===== src/rtl/syn_downtimer_4b.sv =====
// ============================================================================
// Module   : syn_downtimer_4b
// Purpose  : Loadable down-counting timer (IDLE/RUN/HOLD) with one-cycle tc
//            pulse. Define DOWNTIMER_RELOAD_EN for periodic auto-reload.
// Revision : 1.0
// ============================================================================
`default_nettype none

module syn_downtimer_4b #(
  parameter int WIDTH = 4
) (
  input  logic             clk,
  input  logic             reset,
  input  logic             load,
  input  logic [WIDTH-1:0] din,
  input  logic             en,
  output logic [WIDTH-1:0] count,
  output logic             busy,
  output logic             tc
);

  localparam logic [1:0]       c_IDLE = 2'd0;
  localparam logic [1:0]       c_RUN  = 2'd1;
  localparam logic [1:0]       c_HOLD = 2'd2;
  localparam logic [WIDTH-1:0] c_ONE  = WIDTH'(1);

  logic [1:0]       r_state;
  logic [1:0]       w_state_nxt;
  logic [WIDTH-1:0] r_count;
  logic [WIDTH-1:0] w_count_nxt;
  logic             r_busy;
  logic             r_tc;
  logic             w_tc_nxt;
  logic             w_armed;
  logic             w_terminal;
  logic [WIDTH-1:0] w_reload_val;

`ifdef DOWNTIMER_RELOAD_EN
  logic [WIDTH-1:0] r_reload;

  always_ff @(posedge clk) begin
    if (reset)
      r_reload <= '0;
    else if (load)
      r_reload <= din;
  end

  assign w_reload_val = r_reload;
`else
  assign w_reload_val = '0;
`endif

  assign w_armed    = (r_state != c_IDLE);
  // Terminal edge: armed, enabled, last unit left; load pre-empts it.
  assign w_terminal = !load && w_armed && en && (r_count <= c_ONE);

  // State register plus registered outputs
  always_ff @(posedge clk) begin
    if (reset) begin
      r_state <= c_IDLE;
      r_count <= '0;
      r_busy  <= 1'b0;
      r_tc    <= 1'b0;
    end else begin
      r_state <= w_state_nxt;
      r_count <= w_count_nxt;
      r_busy  <= (w_state_nxt != c_IDLE);
      r_tc    <= w_tc_nxt;
    end
  end

  always_comb begin
    w_state_nxt = r_state;
    if (load)
      w_state_nxt = (din != '0) ? c_RUN : c_IDLE;
    else if (w_terminal)
`ifdef DOWNTIMER_RELOAD_EN
      w_state_nxt = c_RUN;
`else
      w_state_nxt = c_IDLE;
`endif
    else if (w_armed)
      w_state_nxt = en ? c_RUN : c_HOLD;
  end

  always_comb begin
    w_count_nxt = r_count;
    w_tc_nxt    = 1'b0;
    if (load) begin
      w_count_nxt = din;
    end else if (w_terminal) begin
      w_count_nxt = w_reload_val;
      w_tc_nxt    = 1'b1;
    end else if (w_armed && en) begin
      w_count_nxt = r_count - c_ONE;
    end
  end

  assign count = r_count;
  assign busy  = r_busy;
  assign tc    = r_tc;

endmodule

`default_nettype wire

===== config.mk =====
export PLATFORM = sky130hd
export DESIGN_NAME = syn_downtimer_4b
export DESIGN_NICKNAME = d
export VERILOG_FILES = /design/src/rtl/syn_downtimer_4b.sv
export SDC_FILE = /design/constraint.sdc
export NUM_CORES = 1
export LEC_CHECK = 0
export BUFFER_PORTS_ARGS = -buffer_cell sky130_fd_sc_hd__buf_2
export CORE_MARGIN = 2
export CORE_UTILIZATION = 30
export DETAILED_ROUTE_END_ITERATION = 6
export GPL_TIMING_DRIVEN = 0
export MAX_ROUTING_LAYER = met4
export PLACE_DENSITY = 0.63
export SETUP_SLACK_MARGIN = 0.3
export SKIP_CTS_REPAIR_TIMING = 1
export SYNTH_ARGS = -nofsm -noshare
export SYNTH_HDL_FRONTEND = slang
export SYNTH_SLANG_ARGS = --single-unit

===== constraint.sdc =====
create_clock -name clk -period 3 [get_ports clk]
set_input_delay 0.45 -clock clk [delete_from_list [all_inputs] [get_ports clk]]
set_output_delay 0.45 -clock clk [all_outputs]
set_load 0.03 [all_outputs]

Yosys cells after proc, flatten, opt, wreduce, memory -nomap -nowiden
Cells that the tools add are included.
{"block": "op_classes", "n_addsub": 1, "n_lt_le_gt_ge": 1, "mux": 9, "n_reduce_logical": 10}
{"operator": "$mux W4", "count": 3}
{"operator": "$mux W2", "count": 4}
{"operator": "$le A4 B1 Y1 const B", "count": 1}
{"operator": "$logic_and A1 B1 Y1", "count": 4}
{"operator": "$reduce_bool A2 Y1", "count": 2}
{"operator": "$reduce_bool A4 Y1", "count": 1}
{"operator": "$sub A4 B1 Y4 const B", "count": 1}
{"operator": "$reduce_bool A3 Y1", "count": 1}
{"operator": "$mux W1", "count": 2}
{"operator": "$reduce_or A2 Y1", "count": 1}
{"operator": "$logic_not A1 Y1", "count": 1}
{"block": "totals", "regBits": 8, "inputBits": 8, "output_inout_bits": 6, "word_cells": 25}

Longest topological paths before layout
Gate-level depths: netlist (run 1).
{"block": "depth", "depth_word": 7, "ltp_mapped": 6, "ltp_nobuf": 6}

Worst setup path before layout (run 1)
No wires, ideal clock.
{"block": "synth_timing", "path_type": "register to register", "start": "reg r_count[0] (netlist: count[0])", "end": "reg r_busy (netlist: busy)", "setup_time_ps": 58, "arrival_time_ps": 1611, "t_required_ps": 2942, "setup_slack_ps": 1331, "path_stages_with_launch": 7, "n_path_buf": 0, "synth_period_minus_slack_ps": 1669, "path_cell_list": "dfxtp_1 inv_1 ha_1 or2_4 a211oi_4 o21ba_1 or2_1"}
{"block": "synth_via", "elab_chain_cells": 5}
{"item": "start, declared", "line_no": "29", "text": "logic [WIDTH-1:0] r_count;"}
{"item": "start signal, assigned", "line_no": "66", "text": "r_count <= w_count_nxt;"}
{"item": "$le A4 B1 Y1", "line_no": "55", "text": "assign w_terminal = !load && w_armed && en && (r_count <= c_ONE);"}
{"item": "$logic_and A1 B1 Y1", "line_no": "55"}
{"item": "$mux W2", "line_no": "76", "text": "else if (w_terminal)"}
{"item": "$mux W2", "line_no": "74", "text": "if (load)"}
{"item": "$reduce_bool A2 Y1", "line_no": "67", "text": "r_busy <= (w_state_nxt != c_IDLE);"}
{"item": "end signal, assigned", "line_no": "67"}
{"item": "end, declared", "line_no": "31", "text": "logic r_busy;"}
No other way between the ends.
A chain may end at the register's enable or synchronous reset.

Worst setup path in the final report (run 1)
Ends and elaborated chain as after synthesis.

==> results of run 1 <==
==> layout make-up <==
| class | count | area [um2] |
|---|---|---|
| plain buffers | 1 | 5.00 |
| inverters | 4 | 15.0 |
| well taps | 15 | 18.8 |
| multi-input cells | 29 | 216 |
| flip-flops and latches | 8 | 160 |
| clock buffers | 3 | 22.5 |
| repair buffers | 13 | 65.1 |
| fillers | 138 | 766 |
==> power by group through the flow <==
stage / Sequential [W] / Clock [W] / Combinational, W
4_1_cts: 0.000117 / 0.0000875 / 0.0000553
5_1_grt: 0.000118 / 0.0000914 / 0.0000612
3_3_place_gp: 0.000119 / 0 / 0.0000537
6_report: 0.000117 / 0.0000872 / 0.0000550
2_1_floorplan: 0.000129 / 0 / 0.0000281
3_5_place_dp: 0.000120 / 0 / 0.0000539
==> worst register-to-register path: cells and delay by family (launching register included) <==
| family | cells | cell delay [ns] |
|---|---|---|
| compound gates | 2 | 0.50 |
| fa+ha+maj | 1 | 0.23 |
| buf+inv | 1 | 0.09 |
| flops | 1 | 0.39 |
| simple gates | 2 | 0.34 |
==> cell usage after synthesis <==
master,n,area [um2]
or2_1,1,6.26
nor3_1,1,5.00
nand3b_1,2,15.0
o21ba_1,1,10.0
xor2_1,2,17.5
inv_1,4,15.0
ha_1,2,25.0
dfxtp_1,8,160
a31oi_1,1,6.26
a221oi_1,1,8.76
or2_4,1,8.76
a222oi_1,2,20.0
o21ai_2,1,8.76
a211oi_4,1,20.0
nand2_1,3,11.3
nor2b_1,1,6.26
a21oi_1,1,5.00
buf_2,1,5.00
o41a_1,1,11.3
nor2_1,5,18.8
nor4_1,2,12.5
==> kinds of logic after synthesis <==
| group | after synthesis |
|---|---|
| xor gates and xnor gates | 2 |
| buffers and inverters | 5 |
| and+or+nand+nor | 16 |
| adders and majority gates | 2 |
| DFF | 8 |
| AOI/OAI and AO/OA | 9 |
==> path summary, 6_finish.rpt <==
path                            startpoint    endpoint  slack [ns]  depth (start not counted)
worst max-delay path              count[0]        busy        1.39                          6
worst max register to register    count[0]        busy        1.39                          6
worst min-delay path                    en  r_state[1]        0.39                          2
worst min register to register  r_state[0]  r_state[1]        0.50                          2
==> cell usage in the layout (no fill, tap or decap) <==
cell	n
o21ba_1	1
o41a_1	1
nand3b_1	2
a221oi_1	1
a31oi_1	1
xor2_1	2
or2_1	1
dfxtp_1	8
buf_2	14
a222oi_1	2
inv_1	4
or2_4	1
a211oi_4	1
ha_1	2
nor2b_1	1
nor4_1	2
nor2_1	5
o21ai_2	1
a21oi_1	1
nand2_1	3
clkbuf_4	3
nor3_1	1
==> registers in the layout, indices dropped and copies added, names as in the netlist <==
| register | count |
|---|---|
| busy | 1 |
| count | 4 |
| r_state | 2 |
| tc | 1 |
==> per-stage QoR <==
step	total power [W]	setup WS, ns	utilization
2_1_floorplan	0.000157	1.33	-
3_3_place_gp	0.000173	1.43	0.379
3_5_place_dp	0.000173	1.43	0.379
4_1_cts	0.000260	1.39	0.396
5_1_grt	0.000271	1.26	0.396
6_report	0.000259	1.39	0.396
==> routing by layer <==
layer | track usage | wire (um) | vias to the layer above
met5 | - | 0 | -
met4 | 0.100 | 19 | 0
met3 | 0.0333 | 72 | 3
met2 | 0.238 | 422 | 20
met1 | 0.149 | 355 | 167
li1 | - | - | 183
==> flow_summary.rst, run 1 <==
.. list-table::
   :header-rows: 1

   * - Metric
     - Value
   * - Average wire per cell in the routed design
     - 11.9 um
   * - Post-synthesis compound-gate area fraction
     - 0.227
   * - Maximum vdd drop
     - 259 uV
   * - Clock skew
     - 0.000279 ns
   * - Worst-case headroom to the max-slew limit
     - 0.749
   * - Slew at the pin closest to its max-slew limit
     - 0.377 ns
   * - Placed Cells incl. Taps
     - 70
   * - Net switching power of the design
     - 0.0000791 W
   * - Crit path capture type
     - flop
   * - Total core area
     - 1270 um2
   * - Initial antenna violation count
     - 0
   * - Outcome
     - finished, final reports clean
   * - Global-route wire length before repair
     - 1430 um
   * - Synthesized-area fraction occupied by and/or/nand/nor cells
     - 0.211
   * - Netlist Area Pre-Place
     - 397 um2
   * - Leakage power total
     - 0.232 nW
   * - Data required time at the worst endpoint
     - 3.21 ns
   * - Post-CTS clock slew at the launch and capture registers of the worst setup and hold paths
     - 0.06 ns
   * - Overall routed net length
     - 869 um
   * - Final antenna-violating net count
     - 0
   * - Maximum fanout along the worst path
     - 5
   * - Detailed Place HPWL
     - 623 um
   * - Logic gate share of total power
     - 0.212
   * - Maximum number of pins on one net before global-route repair
     - 11
   * - Distinct cells, synth
     - 21
   * - Placed Area
     - 480 um2
   * - Number of sinks handled by clock tree synthesis
     - 8
   * - Pwr dens
     - 516 nW/um2
   * - Post-synthesis instance total
     - 42
   * - Worst-Skew Late Latency
     - 0.26 ns
   * - Gr ovfl total
     - 0
   * - Die footprint
     - 1630 um2
   * - Hold WS
     - 0.387 ns
   * - Synth warnings
     - 0
   * - Period minus WS final
     - 1.61 ns
   * - Cell with the largest stage delay on the worst path
     - dfxtp_1
   * - Total routing resource utilization after global routing
     - 0.144
   * - Maximum single-stage delay on the critical path
     - 0.39 ns
   * - Sequence of cells on the critical path
     - inv_1 -> ha_1 -> or2_4 -> a211oi_4 -> o21ba_1 -> or2_1
   * - Worst min-delay path class
     - in2reg
   * - Category of the most critical setup path
     - reg2reg
   * - Final RePlAce weighted congestion
     - 0.812
   * - Mux contribution to synthesized area
     - 0
   * - Arr. time, crit path
     - 1.82 ns
   * - Vias per cell
     - 5.11
   * - Initial DRC count
     - 8
   * - Total negative setup slack
     - 0 ns
   * - Design Area, Final
     - 503 um2
   * - Starting density of the core
     - 0.313
   * - Final setup violating endpoints
     - 0
   * - Number of nets produced by synthesis
     - 52
   * - Clock tree from TritonCTS
     - built
   * - Number of cell rows
     - 13
   * - Via count of the first global-routing pass
     - 347
   * - Final period util
     - 0.537
   * - Critical path buffers and inverters
     - 1
   * - Die boundary height
     - 40.4 um
   * - Remaining DRCs
     - 0
   * - Sequential power share
     - 0.452
   * - Post-Layout Cell Count
     - 73
   * - Number of top-level design ports
     - 14
   * - Reported max-cap violation count
     - 0
   * - Hold Fails Final Rpt
     - 0
   * - IO buf count
     - 13
   * - Area grow syn2layout
     - 26.8%
   * - Adder-cell share of the synthesized area
     - 0.0631
   * - Antenna diode count
     - 0
   * - Category of the worst setup path launch point
     - flop
   * - Pre-antenna DRT Iters
     - 4
   * - Post-Syn Area per Cell
     - 9.44 um2
   * - Switch share
     - 0.305
   * - Internal power
     - 0.000180 W
   * - Clock group share of total power
     - 0.336
   * - Number of levels in the clock H-tree
     - 1
   * - Proportion of synthesized chip area in sequential cells
     - 0.404
   * - Xor/xnor share of the synthesized area
     - 0.0442
   * - Layout cells sized above 1
     - 0.345
   * - Dominant combinational cell family by area after synthesis
     - compound AO/OA/AOI/OAI gates
   * - Final Max Tran Viols
     - 0
   * - Peak clock frequency supported by timing
     - 621 MHz
   * - Synthesis-stage register bit count
     - 8
   * - Unrepaired setup endpoints after global routing
     - no
   * - Root buf cell
     - clkbuf_4
   * - Clock tree buffer depth
     - 2
   * - Die width
     - 40.4 um
   * - Net total in the final layout
     - 70
   * - CTS buffer count
     - 3
   * - Family with the most delay on the worst path
     - compound AO/OA/AOI/OAI gates
   * - Total vias in the final route
     - 373
Note: power is estimated with default switching activity, not from simulation.
==> run 2: changes to the inputs <==
- ABC_AREA: unset -> 1
- PLACE_DENSITY: 0.63 -> 0.62
- clock period: 3 -> 1.49 ns (I/O delays scaled with it)
==> flow_summary.rst, run 2 <==
.. list-table::
   :header-rows: 1

   * - Metric
     - Value
   * - Outcome
     - finished, final reports clean
   * - Met2 layer wire length in the routed design
     - 478 um (+13%)
   * - Total negative setup slack
     - 0 ns (unchanged)
   * - Net total in the final layout
     - 93 (+33%)
   * - Average wire per cell in the routed design
     - 10.8 um (-9.3%)
   * - CTS buffer count
     - 3 (unchanged)
   * - Final period util
     - 0.813 (+0.276)
   * - Clock tree buffer depth
     - 2 (unchanged)
   * - Maximum single-stage delay on the critical path
     - 0.38 ns (about the same)
   * - Clock tree from TritonCTS
     - built
   * - Worst-case headroom to the max-slew limit
     - 0.853 (+0.105)
   * - Commonest cells after routing, fill and taps aside
     - nand2_1, buf_2, inv_1
   * - Worst min-delay path class
     - in2reg
   * - Die width
     - 42.2 um (+4.6%)
   * - Proportion of synthesized chip area in sequential cells
     - 0.366 (-0.0381)
   * - Synthesis-stage register bit count
     - 8 (unchanged)
   * - Net switching power of the design
     - 0.000179 W (+130%)
   * - Data required time at the worst endpoint
     - 1.67 ns (-1.54 ns)
   * - Layout cells sized above 1
     - 0.420 (+0.0749)
   * - Root buf cell
     - clkbuf_4
   * - Sequential power share
     - 0.436 (-0.016)
   * - Die boundary height
     - 42.2 um (+4.6%)
   * - Post-CTS clock slew at the launch and capture registers of the worst setup and hold paths
     - 0.06 ns (about the same)
   * - Crit path capture type
     - flop
   * - Vias per cell
     - 4.56 (-11%)
   * - Sequence of cells on the critical path
     - inv_4 -> ha_4 -> nor2_4 -> nor2_4 -> nor2_4 -> nand2_1 -> a21oi_1
   * - Number of nets produced by synthesis
     - 74 (+42%)
   * - Number of sinks handled by clock tree synthesis
     - 8 (unchanged)
   * - Total routing resource utilization after global routing
     - 0.121 (-0.0232)
   * - Remaining DRCs
     - 0 (unchanged)
   * - Maximum vdd drop
     - 414 uV (+60%)
   * - Gr ovfl total
     - 0 (unchanged)
   * - Antenna diode count
     - 0 (unchanged)
   * - Wire length on met3
     - 68 um (-5.6%)
   * - Maximum number of pins on one net before global-route repair
     - 7 (-4)
   * - Final setup violating endpoints
     - 0 (unchanged)
   * - Post-Syn Area per Cell
     - 6.84 um2 (-28%)
   * - Via count of the first global-routing pass
     - 389 (+12%)
   * - Most common cell after layout, fill and taps aside
     - nand2_1
   * - Netlist Area Pre-Place
     - 438 um2 (+10%)
   * - Total vias in the final route
     - 438 (+17%)
   * - Maximum fanout along the worst path
     - 5 (unchanged)
   * - Number of cell rows
     - 13 (unchanged)
   * - Internal power
     - 0.000378 W (+110%)
   * - Hold Fails Final Rpt
     - 0 (unchanged)
   * - Category of the most critical setup path
     - reg2reg
   * - Cell types with the largest area share after synthesis
     - dfxtp_1, nand2_1, inv_1
   * - Power Total
     - 0.000556 W (+110%)
   * - Leakage power total
     - 0.308 nW (+33%)
   * - Global-route wire length before repair
     - 1550 um (+8.7%)
   * - Post-synthesis instance total
     - 64 (+52%)
   * - Reported max-cap violation count
     - 0 (unchanged)
   * - Clock skew
     - 0.00692 ns (+0.00664 ns)
   * - Synth warnings
     - 0 (unchanged)
   * - Number of top-level design ports
     - 14 (unchanged)
   * - Slew at the pin closest to its max-slew limit
     - 0.220 ns (-0.157 ns)
   * - Overall routed net length
     - 1040 um (+19%)
   * - Worst-Skew Late Latency
     - 0.25 ns (about the same)
   * - Most frequent cell after synthesis
     - nand2_1
   * - Final antenna-violating net count
     - 0 (unchanged)
   * - Highest metal layer with signal wires
     - met4
   * - Logic gate share of total power
     - 0.270 (+0.058)
   * - Cell accounting for the most synthesized area
     - dfxtp_1
   * - Share of the synthesized area in the top cell type
     - 0.366 (-0.0381)
   * - Final RePlAce weighted congestion
     - 0.736 (-9.3%)
   * - Die footprint
     - 1780 um2 (+9.4%)
   * - Distinct cells, synth
     - 17 (-19%)
   * - Detailed Place HPWL
     - 771 um (+24%)
   * - Post-Route M1 WL
     - 465 um (+31%)
   * - Initial antenna violation count
     - 0 (unchanged)
   * - Peak clock frequency supported by timing
     - 826 MHz (+33%)
   * - Final core utilization
     - 0.459 (+0.0623)
   * - Async SR Flop Fraction
     - 0 (unchanged)
   * - Area grow syn2layout
     - 39.7%
   * - Unrepaired setup endpoints after global routing
     - yes
   * - Most used DFF post-synth
     - dfxtp_1
   * - Number of flip-flops in the largest register
     - 4 (unchanged)
   * - Category of the worst setup path launch point
     - flop
   * - IO buf count
     - 13 (unchanged)
   * - Pwr dens
     - 909 nW/um2 (+76%)
   * - Starting density of the core
     - 0.328 (+0.0157)
   * - Number of enable-type register cells in the synthesized netlist
     - 0 (unchanged)
   * - Ranking of synthesized cells by instance count
     - nand2_1, inv_1, dfxtp_1
   * - Most Frequent Cell on Critical Path
     - nor2_4
   * - Period minus WS final
     - 1.21 ns (-0.399 ns)
   * - Switch share
     - 0.321 (+0.0158)
   * - Pre-antenna DRT Iters
     - 4 (unchanged)
   * - Filler cell count
     - 142 (+2.9%)
   * - Number of levels in the clock H-tree
     - 1 (unchanged)
   * - Cell with the largest stage delay on the worst path
     - dfxtp_4
   * - Arr. time, crit path
     - 1.39 ns (-0.43 ns)
   * - Initial DRC count
     - 4 (-4)
   * - Final Max Tran Viols
     - 0 (unchanged)
   * - Clock group share of total power
     - 0.294 (-0.042)
   * - Total core area
     - 1330 um2 (+5.1%)
-- run 2: stage by stage --
stage | worst slack [ns] | std cells | hold WS, ns | cell area [um2]
2_1_floorplan | 0.310 | 64 | 0.283 | 450
3_3_place_gp | 0.277 | 92 | 0.467 | 534
3_5_place_dp | 0.231 | 92 | 0.470 | 534
4_1_cts | 0.212 | 95 | 0.201 | 557
5_1_grt | 0.214 | 96 | 0.230 | 612
6_report | 0.279 | 96 | 0.212 | 612
-- run 2: kinds of logic (layout without fill, tap and decap cells) --
logic type,count (synthesis),in the layout,share of synthesized area
buf+inv,14,31,0.120
compound gates,6,6,0.0829
flops,8,8,0.366
fa+ha+maj,2,2,0.0571
simple gates,33,33,0.354
xor+xnor,1,1,0.0200
-- run 2: per-layer routing --
| layer | GRT usage | vias to the layer above |
|---|---|---|
| met5 | - | - |
| met4 | 0.0750 | 0 |
| met3 | 0.0259 | 4 |
| met2 | 0.194 | 16 |
| met1 | 0.135 | 180 |
| li1 | - | 238 |
-- run 2: area by class of cell --
| class | instances | area (um2) | area share |
|---|---|---|---|
| Multi-Input combinational cell | 42 | 273 | 0.446 |
| Sequential cell | 8 | 168 | 0.274 |
| Timing Repair Buffer | 14 | 72.6 | 0.119 |
| Inverter | 14 | 57.6 | 0.0941 |
| Clock buffer | 3 | 22.5 | 0.0368 |
| Tap cell | 15 | 18.8 | 0.0307 |
-- run 2: worst paths after layout --
path                  from       end  slack, ns  cells after the start
hold reg to reg   count[0]  count[0]       0.58                      3
setup reg to reg  count[0]  count[3]       0.28                      7
hold / removal       reset  count[1]       0.21                      2
setup / recovery  count[0]  count[3]       0.28                      7
-- run 2: critical path, delay by kind of cell (launching register included) --
family | cells | cell delay (ns)
AO/OA/AOI/OAI | 1 | 0.14
buffers and inverters | 1 | 0.05
AND/OR/NAND/NOR | 4 | 0.40
flip-flops | 1 | 0.38
adder cells (fa/ha/maj) | 1 | 0.16
-- run 2: power by group through the flow --
stage	clock, W	combinational (W)	sequential [W]
after floorplan	0	0.0000692	0.000264
after global placement	0	0.000125	0.000243
after detailed placement	0	0.000128	0.000244
after CTS	0.000169	0.000128	0.000240
after global routing	0.000176	0.000166	0.000244
final	0.000164	0.000150	0.000242
==> run 3: changes to the inputs <==
- ABC_AREA: 1 -> 0
- PLACE_DENSITY: 0.62 -> 0.65
- clock period: 1.49 -> 1 ns (I/O delays scaled with it)
==> flow_summary.rst, run 3 (synthesized netlist as in run 1, its figures left out) <==
.. list-table::
   :header-rows: 1

   * - Metric
     - Value
   * - Outcome
     - finished, violations left
   * - Violations in the final reports
     - setup timing
   * - Commonest cells after routing, fill and taps aside
     - buf_2, nor2_1, buf_4, buf_6, dfxtp_4
   * - Maximum fanout along the worst path
     - 5 (unchanged)
   * - Pre-antenna DRT Iters
     - 4 (unchanged)
   * - Starting density of the core
     - 0.313 (-0.0157)
   * - Die boundary height
     - 40.4 um (-4.4%)
   * - Crit path capture type
     - flop
   * - Reported max-cap violation count
     - 0 (unchanged)
   * - Unrepaired setup endpoints after global routing
     - yes
   * - CTS buffer count
     - 3 (unchanged)
   * - Maximum number of pins on one net before global-route repair
     - 11 (+4)
   * - Number of flip-flops in the largest register
     - 4 (unchanged)
   * - Number of sinks handled by clock tree synthesis
     - 8 (unchanged)
   * - Peak clock frequency supported by timing
     - 693 MHz (-16%)
   * - Post-CTS clock slew at the launch and capture registers of the worst setup and hold paths
     - 0.06 ns (about the same)
   * - Worst-Skew Late Latency
     - 0.26 ns (about the same)
   * - Sequence of cells on the critical path
     - inv_4 -> ha_4 -> or2_4 -> a211oi_4 -> o21ba_1 -> or2_1
   * - Worst-case headroom to the max-slew limit
     - 0.772 (-0.0815)
   * - Die width
     - 40.4 um (-4.4%)
   * - Number of top-level design ports
     - 14 (unchanged)
   * - IO buf count
     - 13 (unchanged)
   * - Number of cell rows
     - 13 (unchanged)
   * - Period minus WS final
     - 1.44 ns (+0.233 ns)
   * - Final RePlAce weighted congestion
     - 0.831 (+13%)
   * - Remaining DRCs
     - 0 (unchanged)
   * - Clock skew
     - 0.00927 ns (+0.00235 ns)
   * - Leakage power total
     - 0.264 nW (-14%)
   * - Logic gate share of total power
     - 0.251 (-0.019)
   * - Final antenna-violating net count
     - 0 (unchanged)
   * - Via count of the first global-routing pass
     - 309 (-21%)
   * - Hold Fails Final Rpt
     - 0 (unchanged)
   * - Slew at the pin closest to its max-slew limit
     - 0.343 ns (+0.122 ns)
   * - Initial antenna violation count
     - 0 (unchanged)
   * - Category of the most critical setup path
     - reg2reg
   * - Category of the worst setup path launch point
     - flop
   * - Final setup violating endpoints
     - 8 (+8)
   * - Root buf cell
     - clkbuf_4
   * - Switch share
     - 0.296 (-0.0253)
   * - Placed Area
     - 505 um2 (-5.4%)
   * - Sequential power share
     - 0.426 (-0.010)
   * - Design Area, Final
     - 621 um2 (+1.4%)
   * - Global-route wire length before repair
     - 1240 um (-20%)
   * - Overall routed net length
     - 905 um (-13%)
   * - Final period util
     - 1.44 (+0.631)
   * - Gr ovfl total
     - 0 (unchanged)
   * - Average wire per cell in the routed design
     - 11.6 um (+7.4%)
   * - Most common cell after layout, fill and taps aside
     - buf_2
   * - Min setup slack post-route
     - -0.443 ns (-0.723 ns)
   * - Pwr dens
     - 1350 nW/um2 (+48%)
   * - Detailed Place HPWL
     - 636 um (-18%)
   * - Net total in the final layout
     - 74 (-20%)
   * - Clock group share of total power
     - 0.324 (+0.030)
   * - Worst min-delay path class
     - in2reg
   * - Die footprint
     - 1630 um2 (-8.6%)
   * - Vias per cell
     - 5.03 (+10%)
   * - Number of levels in the clock H-tree
     - 1 (unchanged)
   * - Cell with the largest stage delay on the worst path
     - dfxtp_4
   * - Total core area
     - 1270 um2 (-4.9%)
   * - Arr. time, crit path
     - 1.64 ns (+0.25 ns)
   * - Antenna diode count
     - 0 (unchanged)
   * - Total vias in the final route
     - 392 (-11%)
   * - Layout cells sized above 1
     - 0.571 (+0.152)
   * - Net switching power of the design
     - 0.000247 W (+38%)
   * - Maximum single-stage delay on the critical path
     - 0.39 ns (about the same)
   * - Clock tree from TritonCTS
     - built
   * - Hold WS
     - 0.104 ns (-0.109 ns)
   * - Area grow syn2layout
     - 56.5%
   * - Data required time at the worst endpoint
     - 1.19 ns (-0.48 ns)
   * - Final Max Tran Viols
     - 0 (unchanged)
   * - Initial DRC count
     - 13 (+9)
   * - Internal power
     - 0.000588 W (+56%)
   * - Maximum vdd drop
     - 899 uV (+120%)
   * - Total routing resource utilization after global routing
     - 0.128 (+0.00729)
   * - Clock tree buffer depth
     - 2 (unchanged)
-- run 3: power by group through the flow --
stage	clock [W]	combinational (W)	sequential, W
2_1_floorplan	0	0.0000920	0.000388
3_3_place_gp	0	0.000170	0.000361
3_5_place_dp	0	0.000170	0.000361
4_1_cts	0.000289	0.000171	0.000354
5_1_grt	0.000302	0.000229	0.000357
6_report	0.000271	0.000209	0.000356
-- run 3: per-stage QoR --
| stage | power [W] | setup TNS (ns) | setup WS [ns] | utilization | std cells |
|---|---|---|---|---|---|
| floorplan | 0.000480 | -2.16 | -0.372 | - | 42 |
| global placement | 0.000530 | -2.21 | -0.398 | 0.398 | 70 |
| detailed placement | 0.000532 | -2.21 | -0.395 | 0.398 | 70 |
| CTS | 0.000814 | -2.42 | -0.420 | 0.419 | 74 |
| global route | 0.000888 | -2.84 | -0.502 | 0.489 | 78 |
| finish | 0.000835 | -2.50 | -0.443 | 0.489 | 78 |
-- run 3: worst max-delay path: cells and delay by family (launching register included) --
| family | cells | cell delay, ns |
|---|---|---|
| simple gates | 2 | 0.34 |
| fa+ha+maj | 1 | 0.15 |
| flops | 1 | 0.39 |
| buf+inv | 1 | 0.04 |
| compound gates | 2 | 0.45 |
-- run 3: layer usage --
layer / vias up / GRT usage / part of all wire
li1: 191 / - / -
met1: 183 / 0.140 / 0.44
met2: 18 / 0.194 / 0.47
met3: 0 / 0.0500 / 0.084
met4: 0 / 0.0750 / 0
met5: - / - / 0
-- run 3: area by class of cell --
type                    count  area, um2
repair buffers             17        129
well taps                  15       18.8
clock buffers               4       26.3
inverters                   4       20.0
plain buffers               1       5.00
flip-flops and latches      8        178
multi-input cells          29        244
fillers                   128        648
-- run 3: final timing paths --
kind,startpoint,endpoint,slack (ns),depth (start not counted)
worst max-delay path,count[0],busy,-0.44,6
worst min-delay path,en,r_state[1],0.10,2
worst max register to register,count[0],busy,-0.44,6
worst min register to register,r_state[0],r_state[1],0.53,2
